===== config.mk =====
export PLATFORM = sky130hd
export DESIGN_NAME = mem_access_unit
export DESIGN_NICKNAME = d
export VERILOG_FILES = /design/src/rtl/mem_access_unit.sv
export SDC_FILE = /design/constraint.sdc
export NUM_CORES = 1
export LEC_CHECK = 0
export CORE_UTILIZATION = 40
export CTS_CLUSTER_DIAMETER = 200
export DETAILED_ROUTE_END_ITERATION = 10
export GPL_TIMING_DRIVEN = 0
export PLACE_DENSITY = 0.88
export REMOVE_ABC_BUFFERS = 1
export SLEW_MARGIN = 20
export SYNTH_ARGS = -nofsm -noshare
export SYNTH_HDL_FRONTEND = slang
export SYNTH_SLANG_ARGS = --single-unit
export TNS_END_PERCENT = 5

===== constraint.sdc =====
create_clock -name clk -period 3.81 [get_ports clk]
set_input_delay 0.5715 -clock clk [delete_from_list [all_inputs] [get_ports clk]]
set_output_delay 0.5715 -clock clk [all_outputs]
set_load 0.05 [all_outputs]

===== src/rtl/mem_access_unit.sv =====
// MEM-stage data-memory access unit.
// Turns EX/MEM load/store control into a req/ack RAM transaction.
module mem_access_unit #(
    parameter int TIMEOUT = 16,
    parameter int CNT_W   = 8
) (
    input  logic        clk,
    input  logic        rst,
    input  logic        MEM_valid,
    input  logic        MEM_dram_re,
    input  logic        MEM_dram_we,
    input  logic [2:0]  MEM_funct3,
    input  logic [31:0] MEM_alu_c,
    input  logic [31:0] MEM_rD2,
    output logic [31:0] MEM_rdo,
    output logic        mem_stall,
    output logic        mem_misalign,
    output logic        mem_buserr,
    output logic        dmem_req,
    output logic        dmem_we,
    output logic [31:0] dmem_addr,
    output logic [3:0]  dmem_be,
    output logic [31:0] dmem_wdata,
    input  logic [31:0] dmem_rdata,
    input  logic        dmem_ack
);

    typedef enum logic [1:0] {
        S_IDLE,
        S_WAIT,
        S_DONE
    } state_t;

    state_t           r_state;
    state_t           w_next;
    logic             r_req;
    logic             r_we;
    logic [31:0]      r_addr;
    logic [3:0]       r_be;
    logic [31:0]      r_wdata;
    logic [31:0]      r_rdo;
    logic             r_misalign;
    logic             r_buserr;
    logic [CNT_W-1:0] r_cnt;
    logic [2:0]       r_f3;
    logic [1:0]       r_off;

    logic             w_access;
    logic             w_store;
    logic             w_legal;
    logic             w_misal;
    logic             w_go;
    logic             w_bad;
    logic             w_tmo;
    logic [3:0]       w_be;
    logic [31:0]      w_wdata;
    logic [7:0]       w_byte;
    logic [15:0]      w_half;
    logic [31:0]      w_ext;

    assign w_access = MEM_valid & (MEM_dram_re | MEM_dram_we);
    // A cycle with both re and we set is treated as a store.
    assign w_store  = MEM_dram_we;
    assign w_misal  = ((MEM_funct3[1:0] == 2'b01) & MEM_alu_c[0])
                    | ((MEM_funct3[1:0] == 2'b10) & (|MEM_alu_c[1:0]));
    assign w_go     = w_access & w_legal & ~w_misal;
    assign w_bad    = w_access & ~(w_legal & ~w_misal);
    assign w_tmo    = (r_cnt == CNT_W'(TIMEOUT - 1));

    // Classify funct3 as a legal load or store size.
    always_comb begin
        w_legal = 1'b0;
        case (MEM_funct3)
            3'b000, 3'b001, 3'b010: w_legal = 1'b1;
            3'b100, 3'b101:         w_legal = ~w_store;
            default:                w_legal = 1'b0;
        endcase
    end

    // Byte enables and lane replication of store data.
    always_comb begin
        w_be    = 4'b1111;
        w_wdata = MEM_rD2;
        if (w_store) begin
            case (MEM_funct3[1:0])
                2'b00: begin
                    w_be    = 4'b0001 << MEM_alu_c[1:0];
                    w_wdata = {4{MEM_rD2[7:0]}};
                end
                2'b01: begin
                    w_be    = MEM_alu_c[1] ? 4'b1100 : 4'b0011;
                    w_wdata = {2{MEM_rD2[15:0]}};
                end
                default: begin
                    w_be    = 4'b1111;
                    w_wdata = MEM_rD2;
                end
            endcase
        end
    end

    // Pick the addressed byte/halfword from read data and extend it.
    always_comb begin
        w_byte = dmem_rdata[7:0];
        case (r_off)
            2'd0:    w_byte = dmem_rdata[7:0];
            2'd1:    w_byte = dmem_rdata[15:8];
            2'd2:    w_byte = dmem_rdata[23:16];
            default: w_byte = dmem_rdata[31:24];
        endcase
        w_half = r_off[1] ? dmem_rdata[31:16] : dmem_rdata[15:0];
        case (r_f3)
            3'b000:  w_ext = {{24{w_byte[7]}}, w_byte};
            3'b001:  w_ext = {{16{w_half[15]}}, w_half};
            3'b100:  w_ext = {24'd0, w_byte};
            3'b101:  w_ext = {16'd0, w_half};
            default: w_ext = dmem_rdata;
        endcase
    end

    // State register.
    always_ff @(posedge clk or posedge rst) begin
        if (rst) r_state <= S_IDLE;
        else     r_state <= w_next;
    end

    // Next state; DONE always returns to IDLE so nothing issues twice.
    always_comb begin
        w_next = r_state;
        case (r_state)
            S_IDLE: if (w_go) w_next = S_WAIT;
            S_WAIT: if (dmem_ack || w_tmo) w_next = S_DONE;
            default: w_next = S_IDLE;
        endcase
    end

    // Request registers, load result, timeout counter and error pulses.
    always_ff @(posedge clk or posedge rst) begin
        if (rst) begin
            r_req      <= 1'b0;
            r_we       <= 1'b0;
            r_addr     <= '0;
            r_be       <= '0;
            r_wdata    <= '0;
            r_rdo      <= '0;
            r_misalign <= 1'b0;
            r_buserr   <= 1'b0;
            r_cnt      <= '0;
            r_f3       <= '0;
            r_off      <= '0;
        end else begin
            r_misalign <= 1'b0;
            r_buserr   <= 1'b0;
            case (r_state)
                S_IDLE: begin
                    if (w_go) begin
                        r_req   <= 1'b1;
                        r_we    <= w_store;
                        r_addr  <= {MEM_alu_c[31:2], 2'b00};
                        r_be    <= w_be;
                        r_wdata <= w_wdata;
                        r_cnt   <= '0;
                        r_f3    <= MEM_funct3;
                        r_off   <= MEM_alu_c[1:0];
                    end else if (w_bad) begin
                        r_misalign <= 1'b1;
                        r_rdo      <= '0;
                    end
                end
                S_WAIT: begin
                    if (dmem_ack) begin
                        r_req <= 1'b0;
                        if (!r_we) r_rdo <= w_ext;
                    end else if (w_tmo) begin
                        r_req    <= 1'b0;
                        r_rdo    <= '0;
                        r_buserr <= 1'b1;
                    end else begin
                        r_cnt <= r_cnt + CNT_W'(1);
                    end
                end
                default: ;
            endcase
        end
    end

    // Stall is withheld in DONE so MEM/WB captures the result.
    assign mem_stall = ~rst & (((r_state == S_IDLE) & w_go)
                             | (r_state == S_WAIT));

    assign MEM_rdo      = r_rdo;
    assign mem_misalign = r_misalign;
    assign mem_buserr   = r_buserr;
    assign dmem_req     = r_req;
    assign dmem_we      = r_we;
    assign dmem_addr    = r_addr;
    assign dmem_be      = r_be;
    assign dmem_wdata   = r_wdata;

endmodule


==> impl_metrics.tcl <==
set metrics [dict create \
    synth-simple-area-share 0.213 \
    synth_fa_ha_area_frac 0.00232 \
    synthFlopType "dfrtp_1" \
    comb_power_share 0.410 \
    layout_commonest_cell "clkdlybuf4s50_1" \
    critPathRequiredTime_ns 3.24 \
    gr-total-overflow 0 \
    stdcell_area_mm2 0.00830 \
    fmax_ghz 0.269 \
    power_frac_seq 0.308 \
    maxCapViolations 0 \
    swShare 0.409 \
    placed_cell_area_mm2 0.00768 \
    internal_power_uw 3440 \
    cts.clk_slew.worst_paths_ns 0.05 \
    htree_num_levels 4 \
    antenna_found_initial 0 \
    synth_area_mm2 0.00540 \
    numPlacedInstances 942 \
    worstPathCellList "dlygate4sd2_1 > or4_1 > a2111o_2 > a21oi_1 > clkdlybuf4s15_2" \
    synth_seq_cells 117 \
    io-pin-count 210 \
    fin_crit_ns 3.71 \
    antenna_left 0 \
    peakVddDrop_mv 0.423 \
    hp-class "flop to flop" \
    vias_per_cell 5.22 \
    regArea_mm2 0.00293 \
    cts_tree "built" \
    power_density_mw_per_mm2 701 \
    final_cells 974 \
    synth_compound_area_frac 0.176 \
    setup_viol 0 \
    critPathBufInv 2 \
    final_cell_mix "clkdlybuf4s50_1 (205), nand2_1 (183), dfrtp_1 (117), nor2_1 (44), o21ai_0 (25)" \
    drt_iter0_markers 353 \
    fp-row-count 42 \
    slowest_stage "a2111o_2" \
    critPathLaunchType "input pin" \
    end_kind "output pin" \
    grt_start_max_net_pins 68 \
    nFillCells 1058 \
    multiInputGateArea_mm2 0.00227 \
    cts_sinks 117 \
    netlist_instances 587 \
    crit_arrival_ns 3.14 \
    timing.hold.ws_ns 0.471 \
    utilization 0.629 \
    synth_top_family_by_area "simple AND/OR/NAND/NOR gates" \
    grt_pass1_wl_mm 26.1 \
    fin_nets 891 \
    antennaDiodeCount 0 \
    clk_latency_ns 0.42 \
    min_period_over_period 0.975 \
    fin_worst_skew_ns 0.00785 \
    numPortBuffers 207 \
    dieHeight_um 118 \
    drc 0 \
    slowest_delay_ns 0.71 \
    root_buffer "clkbuf_16" \
    synth_edf_count 0 \
    muxShareOfSynthArea 0.0157 \
    design.core.area_mm2 0.0132 \
    synth.avg_cell_area_um2 9.20 \
    finalHoldViolCount 0 \
    postCtsHoldBufs 0 \
    cp_top_family "compound AO/OA/AOI/OAI gates" \
    crit_type "input pin to output pin" \
    ys_types 48 \
    start_util 0.410 \
    vias 5086 \
    yosysWarnings 0 \
    drt_first_pass_iters 5 \
    die_area_mm2 0.0140 \
    p_leak_uw 0.00368 \
    synth_xor_area_frac 0.00648 \
    clockPowerShare 0.282 \
    worst_pin_slew_ns 0.885 \
    maxSlewHeadroom 0.410 \
    synth-async-reset-ratio 1.00 \
    die_w_um 118 \
    worstPathMaxFanout 27 \
    seq_area_frac_synth 0.542 \
    cts_buffer_depth 2 \
    grt_pass1_vias 5307 \
    post-cts-setup-buffers 0 \
    finalWirelength_mm 15.9 \
    cts-buffers-inserted 17 \
    route.detailed.wl_per_inst_um 16.4 \
    areaGrowthSynthToFinish_pct 53.5 \
    outcome "finished, final reports clean" \
    drive_gt1_frac 0.0789 \
    switching_power_uw 2380 \
    rsz0062_at_grt "true" \
    grt_usage 0.239 \
    final-max-slew-violation-count 0 \
    dp_hpwl_mm 11.1 \
    gp_congestion 0.823 \
]
[metal layers]
layer  GRT usage  vias up  wire length [µm]
li1            -     2422                 -
met1       0.287     2413              6570
met2       0.371      212              7430
met3      0.0859       39              1370
met4       0.135        0               562
met5           0        -                 0
[final timing paths]
| kind | startpoint | slack, ns | depth (start not counted) | to |
|---|---|---|---|---|
| max | MEM_funct3[0] | 0.1 | 5 | mem_stall |
| min | dmem_wdata[12]$_DFFE_PP0P_ | 0.47 | 2 | dmem_wdata[12]$_DFFE_PP0P_ |
| max reg2reg | r_cnt[4]$_DFFE_PP0P_ | 1.08 | 4 | MEM_rdo[22]$_DFFE_PP0P_ |
| min reg2reg | dmem_wdata[12]$_DFFE_PP0P_ | 0.47 | 2 | dmem_wdata[12]$_DFFE_PP0P_ |
| max in group asynchronous | rst | 2.50 | 3 | dmem_wdata[6]$_DFFE_PP0P_ |
| min in group asynchronous | rst | 0.62 | 2 | mem_misalign$_DFF_PP0_ |
[cell type report]
class | count | share of cell area
Timing Repair Buffer | 222 | 0.268
Multi-Input combinational cell | 417 | 0.273
Inverter | 10 | 0.00513
Tap cell | 176 | 0.0265
Sequential cell | 117 | 0.353
Clock buffer | 20 | 0.0551
Clock inverter | 12 | 0.0186
[repair_timing]
item	in CTS	in global routing
resized for setup	4	0
endpoints found under the setup margin	9	2
cloned	0	0
pin swaps	0	1
[power by group through the flow]
stage          clock network, µW  logic (µW)  registers [µW]
2_1_floorplan                  0         523            2750
3_3_place_gp                   0        2350            1790
4_1_cts                     1670        2390            1790
3_5_place_dp                   0        2380            1800
5_1_grt                     1730        2520            1840
6_report                    1640        2380            1790
[kinds of logic (layout without fill, tap and decap cells)]
logic type / after synthesis / after routing
mux: 8 / 8
other cells: 1 / 2
buf+inv: 54 / 264
simple gates: 271 / 271
compound gates: 131 / 131
fa+ha+maj: 1 / 1
xor+xnor: 4 / 4
flops: 117 / 117
[cells in the mapped netlist (all sizes together) (5+ instances only)]
cell       n  area share
nand2    183        0.13
dfrtp    117        0.54
nor2      45       0.031
clkbuf    30       0.021
o21ai     25       0.023
a221o     17       0.031
a21oi     15       0.014
buf       14       0.016
o31ai     14       0.019
a31oi     12       0.014
inv       10      0.0069
nor2b     10       0.012
a211oi     8       0.011
o211ai     8       0.011
o21bai     8       0.011
a32o       7       0.013
nand3b     7      0.0097
o2bb2ai    7       0.011
nand2b     5      0.0058
[registers in the layout (all words and copies together), names as in the netlist]
signal        flops
MEM_rdo          32
dmem_addr        30
dmem_be           4
dmem_req          1
dmem_wdata       32
dmem_we           1
mem_buserr        1
mem_misalign      1
r_cnt             8
r_f3              3
r_off             2
r_state           2
[worst min-delay path, delay by kind of cell (launching register included)]
kind            cells  cell delay, ns
compound gates      1            0.05
flops               1            0.34
simple gates        1            0.05
[metrics by stage]
| stage | setup slack (ns) | TNS [ns] | power, µW |
|---|---|---|---|
| after floorplan | -6.45 | -381.79 | 3270 |
| after global placement | -12.86 | -979.61 | 4140 |
| after detailed placement | -0.850 | -8.84 | 4180 |
| after CTS | 0.0267 | 0 | 5860 |
| after global routing | -0.0365 | -0.0575 | 6090 |
| final | 0.0966 | 0 | 5820 |
Power figures use the tool's default switching activity.
